==> src/rtl/uart_rx_fifo.sv <==
// Receive FIFO behind a UART receiver: edge-detected writes, first-word fall-through read, sticky overflow.
// Optional parity-error counter is enabled with `define UART_RX_FIFO_ERR_CNT_EN.
module uart_rx_fifo #(
    parameter int unsigned DI_WIDTH   = 8,
    parameter int unsigned DEPTH_LOG2 = 4
) (
    input  logic                  clk,
    input  logic                  rst,
    input  logic [DI_WIDTH-1:0]   din,
    input  logic                  din_vld,
    input  logic                  err_in,
    output logic [DI_WIDTH-1:0]   dout,
    output logic                  dout_vld,
    input  logic                  dout_rdy,
    output logic [DEPTH_LOG2:0]   level,
    output logic                  full,
    output logic                  empty,
    output logic                  ovf,
`ifdef UART_RX_FIFO_ERR_CNT_EN
    output logic [7:0]            err_cnt,
    input  logic                  err_clr,
`endif
    input  logic                  ovf_clr
);

    localparam int unsigned DEPTH = 1 << DEPTH_LOG2;

    logic [DI_WIDTH-1:0]   mem [DEPTH];
    logic [DEPTH_LOG2-1:0] wr_ptr;
    logic [DEPTH_LOG2-1:0] rd_ptr;
    logic                  din_vld_d;
    logic                  wr_stb;
    logic                  wr_en;
    logic                  pop;

    assign wr_stb   = din_vld & ~din_vld_d;
    assign pop      = dout_vld & dout_rdy;
    // A full FIFO still accepts a write when the head leaves in the same cycle.
    assign wr_en    = wr_stb & (~full | pop);
    assign full     = (level == (DEPTH_LOG2+1)'(DEPTH));
    assign empty    = (level == '0);
    assign dout_vld = ~empty;
    assign dout     = mem[rd_ptr];

    always_ff @(posedge clk) begin
        if (wr_en) begin
            mem[wr_ptr] <= din;
        end
    end

    always_ff @(posedge clk or negedge rst) begin
        if (!rst) begin
            din_vld_d <= 1'b1;
            wr_ptr    <= '0;
            rd_ptr    <= '0;
            level     <= '0;
            ovf       <= 1'b0;
        end else begin
            din_vld_d <= din_vld;
            if (wr_en) begin
                wr_ptr <= wr_ptr + DEPTH_LOG2'(1);
            end
            if (pop) begin
                rd_ptr <= rd_ptr + DEPTH_LOG2'(1);
            end
            case ({wr_en, pop})
                2'b10:   level <= level + (DEPTH_LOG2+1)'(1);
                2'b01:   level <= level - (DEPTH_LOG2+1)'(1);
                default: level <= level;
            endcase
            if (wr_stb && full && !pop) begin
                ovf <= 1'b1;
            end else if (ovf_clr) begin
                ovf <= 1'b0;
            end
        end
    end

`ifdef UART_RX_FIFO_ERR_CNT_EN
    logic err_in_d;

    always_ff @(posedge clk or negedge rst) begin
        if (!rst) begin
            err_in_d <= 1'b1;
            err_cnt  <= '0;
        end else begin
            err_in_d <= err_in;
            if (err_clr) begin
                err_cnt <= '0;
            end else if (err_in && !err_in_d && err_cnt != 8'hFF) begin
                err_cnt <= err_cnt + 8'd1;
            end
        end
    end
`else
    logic unused_err_in;
    assign unused_err_in = err_in;
`endif

endmodule

==> config.mk <==
export PLATFORM = sky130hd
export DESIGN_NAME = uart_rx_fifo
export DESIGN_NICKNAME = d
export VERILOG_FILES = /design/src/rtl/uart_rx_fifo.sv
export SDC_FILE = /design/constraint.sdc
export NUM_CORES = 1
export LEC_CHECK = 0
export ABC_AREA = 1
export CORE_MARGIN = 2
export CORE_UTILIZATION = 55
export DETAILED_ROUTE_END_ITERATION = 16
export PLACE_DENSITY = 0.77
export SLEW_MARGIN = 20
export SYNTH_ARGS = -nofsm -noshare
export SYNTH_HDL_FRONTEND = slang
export SYNTH_SLANG_ARGS = --single-unit
==> constraint.sdc <==
create_clock -name clk -period 2.2 [get_ports clk]
set_input_delay 0.55 -clock clk [delete_from_list [all_inputs] [get_ports clk]]
set_output_delay 0.55 -clock clk [all_outputs]
set_load 0.02 [all_outputs]
==> summary.txt <==
Drt
  – WL final: 13.2 mm
  – DRT Pass-1 Iters: 5
  – Initial DRC count: 336
  – Ratio of routed vias to standard cells: 5.64
  – Via total after detailed routing: 4097
  – Antenna-violating nets left: 0
  – Post-detailed-route wirelength per cell: 18.2 um
  – DRC violation count after routing: 0

Power
  – Sequential group share of total power: 33.3%
  – Net switching power: 0.00373 W
  – Internal portion of total power: 0.00660 W
  – Share of total power in the clock network: 25.8%
  – Total power draw: 0.0103 W
  – Combinational Power Share: 40.8%
  – Power per unit of standard cell area: 1370 mW/mm^2
  – Pleak: 2.77 nW
  – Worst vdd rail ir drop: 869 uV
  – Switching part of the total: 36.1%

Global routing
  – Overflow left after global routing: 0
  – Met2 Usage GRT: 42.7%
  – GR met1 Demand/Resource: 28.1%
  – Vias in the first global route: 4168
  – Initial antenna violation count: 0
  – Top Usage Layer GRT: met2
  – Pin count of the biggest net entering global routing: 28
  – Global router's overall resource usage: 23.9%
  – Met3 Use GR: 5.80%
  – Wire length of the first global-routing pass: 20.6 mm

Clock network
  – Cts-stage hold buffer count: 0
  – Clock tree root buffer cell: sky130_fd_sc_hd__clkbuf_8
  – CTS tree: yes
  – Total CTS buffers: 17
  – Sinks on the clock net: 143
  – Post-CTS clock slew at the launch and capture registers of the worst setup and hold paths: 0.06 ns
  – Clk buf depth: 2
  – Number of levels the H-tree was split into: 4
  – Worst-Skew Late Latency: 0.53 ns

Placement
  – Worst setup slack after placement: -0.373 ns
  – Count of input and output buffers: 29
  – Post-DP Area: 0.00680 mm^2
  – Global placement routability congestion: 0.818
  – Dpl hpwl: 8.56 mm

Timing
  – Unrepaired setup endpoints after global routing: true
  – Hold violation count in the final report: 0
  – Final setup TNS: -2.63 ns
  – Pin slew with the least headroom to its limit: 0.576 ns
  – Slew HR: 61.5%
  – Highest Clock Rate: 392 MHz
  – Worst clock skew: 0.0106 ns
  – Final WS setup: -0.353 ns
  – Post-layout minimum cycle time: 2.55 ns
  – Final setup violating endpoints: 8
  – Period utilization: 116%
  – Final Max Slew Viols: 0

Synthesis
  – Yosys reg bits: 143
  – Syn Area/Cell: 12.2 um^2
  – Top area cells in the synthesized netlist: sky130_fd_sc_hd__edfxtp_1, sky130_fd_sc_hd__nor2_1, sky130_fd_sc_hd__dfrtp_1, sky130_fd_sc_hd__o211ai_1, sky130_fd_sc_hd__o21ai_0
  – Yosys top cell by area: sky130_fd_sc_hd__edfxtp_1
  – Cell count after synthesis: 493
  – Synthesis warning total: 0
  – Cell variety after synth: 31
  – Portion of the post-synthesis area used by sequential elements: 70.1%
  – Cell Area, Synth: 0.00602 mm^2
  – Area share of the largest cell type after synthesis: 63.8%
  – Post-synthesis net count: 516

Worst setup path
  – Critical path launch point: rd_ptr[0]$_DFFE_PN0P_
  – Capturing point of the worst reg2reg path: level[4]$_DFFE_PN0P_
  – Series of cell instances along the critical path: buf_6, buf_4, o21ai_0, o211ai_1, nand3_1, nand2_1, buf_6
  – CP endpoint kind: primary output
  – Cell with the largest stage delay on the worst path: sky130_fd_sc_hd__dfrtp_2
  – R2R Setup Slk: 0.16 ns
  – Classification of the worst setup path: reg -> out
  – Worst reg2reg path startpoint: level[3]$_DFFE_PN0P_
  – Worst reg2reg path depth: 13
  – Stages on the worst setup path: 7
  – Largest delay share family, worst path: flip-flops
  – Signal arrival time at the worst endpoint: 2.00 ns
  – Top cell by count, worst path: sky130_fd_sc_hd__buf_6
  – Critical path capture point: dout[5]
  – Buffer and inverter count on the worst path: 3
  – Worst EP required: 1.65 ns
  – Crit-path max FO: 5
  – Largest stage delay on the critical path: 0.49 ns
  – Kind of start point of the critical path: flop

Floorplanning
  – Initial Util: 56.0%
  – Floorplan Core Area: 0.0107 mm^2
  – Overall die area: 0.0118 mm^2
  – Top-level port count: 31
  – Height of the die: 109 um
  – Row count: 38
  – Floorplan die width: 109 um

Flow run
  – Maximum capacitance violations: 0

Hold path
  – Hold/Removal Path Class: in -> async

Finish
  – Final nets: 596
  – Area growth from synthesis to final layout: 25.0%
  – Share of cells above drive strength 1: 23.2%
  – Filler Cells Inserted: 747
  – Design Area, Final: 0.00753 mm^2
  – Number of antenna repair diodes: 0
  – Layout Utilization: 70.1%

Status
  – Violated checks: setup timing
  – Result of the run: finished with violations
[sequential cells by signal, summed over array words and instances (netlist names)]
| signal | flops |
|---|---|
| level | 5 |
| wr_ptr | 4 |
| ovf | 1 |
| din_vld_d | 1 |
| mem | 128 |
| rd_ptr | 4 |
[cell families after synthesis]
group	count (synthesis)	share of synthesized area, %
AO/OA/AOI/OAI	107	10.2
AND/OR/NAND/NOR	174	12.3
XOR/XNOR	8	1.16
flip-flops	143	70.1
adder cells (fa/ha/maj)	9	1.99
buffers and inverters	52	4.22
[cell type report]
class / instances / area, um^2 / area share, %
inverter: 28 / 113 / 1.50
tap: 140 / 175 / 2.33
multi-input combinational: 298 / 1620 / 21.5
timing repair buffer: 85 / 830 / 11.0
sequential: 143 / 4230 / 56.2
clock buffer: 19 / 422 / 5.60
clock inverter: 13 / 143 / 1.89
[cells in the final DEF (no fill, tap or decap), types with 2 or more instances in the layout]
master	count
sky130_fd_sc_hd__ha_1	8
sky130_fd_sc_hd__dfrtp_2	6
sky130_fd_sc_hd__clkinv_4	4
sky130_fd_sc_hd__nand2_2	7
sky130_fd_sc_hd__nand3_4	2
sky130_fd_sc_hd__buf_8	2
sky130_fd_sc_hd__clkdlybuf4s50_1	14
sky130_fd_sc_hd__clkinv_2	2
sky130_fd_sc_hd__nor2_4	4
sky130_fd_sc_hd__clkinvlp_4	5
sky130_fd_sc_hd__bufinv_16	2
sky130_fd_sc_hd__inv_1	19
sky130_fd_sc_hd__dlygate4sd2_1	3
sky130_fd_sc_hd__nor2_2	5
sky130_fd_sc_hd__buf_6	13
sky130_fd_sc_hd__dfrtp_1	8
sky130_fd_sc_hd__clkbuf_16	16
sky130_fd_sc_hd__nor2_1	99
sky130_fd_sc_hd__o21ai_1	44
sky130_fd_sc_hd__nand2_1	29
sky130_fd_sc_hd__nand3_1	24
sky130_fd_sc_hd__o21ai_0	20
sky130_fd_sc_hd__buf_4	42
sky130_fd_sc_hd__o21ai_2	4
sky130_fd_sc_hd__xor2_1	7
sky130_fd_sc_hd__inv_2	7
sky130_fd_sc_hd__clkbuf_1	2
sky130_fd_sc_hd__a21oi_1	5
sky130_fd_sc_hd__edfxtp_1	128
sky130_fd_sc_hd__buf_12	5
sky130_fd_sc_hd__o211ai_1	32
[how the worst min path moves through the flow]
stage,to,depth (start not counted)
after floorplan,level[0]$_DFFE_PN0P_,0
after global placement,ovf$_DFFE_PN0P_,2
after detailed placement,ovf$_DFFE_PN0P_,2
after CTS,wr_ptr[1]$_DFFE_PN0P_,1
after global routing,wr_ptr[1]$_DFFE_PN0P_,1
final,wr_ptr[0]$_DFFE_PN0P_,1
[metrics by stage]
stage	std cells	hold slack [ns]
floorplan	493	0.254
global placement	690	0.524
detailed placement	690	0.535
CTS	725	0.321
global route	726	0.346
finish	726	0.339
[worst register-to-register path: cells and delay by family, from the launching register on]
family                     cells  cell delay (ns)
and+or+nand+nor                9             0.89
DFF                            1             0.45
adders and majority gates      1             0.31
AOI/OAI and AO/OA              1             0.17
buffers and inverters          2             0.12
[synthesized netlist by cell type]
library cell / instances
sky130_fd_sc_hd__a21oi_1: 6
sky130_fd_sc_hd__buf_1: 1
sky130_fd_sc_hd__buf_2: 9
sky130_fd_sc_hd__buf_4: 6
sky130_fd_sc_hd__buf_6: 3
sky130_fd_sc_hd__clkbuf_1: 5
sky130_fd_sc_hd__clkinv_1: 1
sky130_fd_sc_hd__dfrtp_1: 14
sky130_fd_sc_hd__dfstp_2: 1
sky130_fd_sc_hd__edfxtp_1: 128
sky130_fd_sc_hd__fa_1: 1
sky130_fd_sc_hd__ha_1: 8
sky130_fd_sc_hd__inv_1: 19
sky130_fd_sc_hd__inv_2: 7
sky130_fd_sc_hd__inv_4: 1
sky130_fd_sc_hd__nand2_1: 33
sky130_fd_sc_hd__nand2_2: 3
sky130_fd_sc_hd__nand2_4: 1
sky130_fd_sc_hd__nand3_1: 24
sky130_fd_sc_hd__nand3_2: 2
sky130_fd_sc_hd__nand3b_1: 1
sky130_fd_sc_hd__nand4_1: 1
sky130_fd_sc_hd__nand4_2: 1
sky130_fd_sc_hd__nor2_1: 106
sky130_fd_sc_hd__nor2_4: 2
sky130_fd_sc_hd__o211ai_1: 32
sky130_fd_sc_hd__o21ai_0: 36
sky130_fd_sc_hd__o21ai_1: 32
sky130_fd_sc_hd__o22ai_1: 1
sky130_fd_sc_hd__xnor2_1: 1
sky130_fd_sc_hd__xor2_1: 7
[layer usage]
metal	wire, um	vias to the layer above
met2	7030	137
met4	205	0
met1	5280	2021
met5	0	-
met3	715	24
li1	-	1915
[power by group through the flow]
stage,sequential (W),combinational [W],clock (W)
CTS,0.00343,0.00412,0.00267
finish,0.00344,0.00422,0.00267
floorplan,0.00344,0.00230,0
global route,0.00346,0.00459,0.00277
detailed placement,0.00345,0.00381,0
global placement,0.00344,0.00365,0
[what timing repair did]
item	4_1_cts	5_1_grt
resized for setup	94	19
buffers inserted	1	1
hold endpoints to repair	0	0
gates cloned	2	0
setup endpoints to repair	14	14
pin swaps	9	8
(Power assumes the default switching activity.)
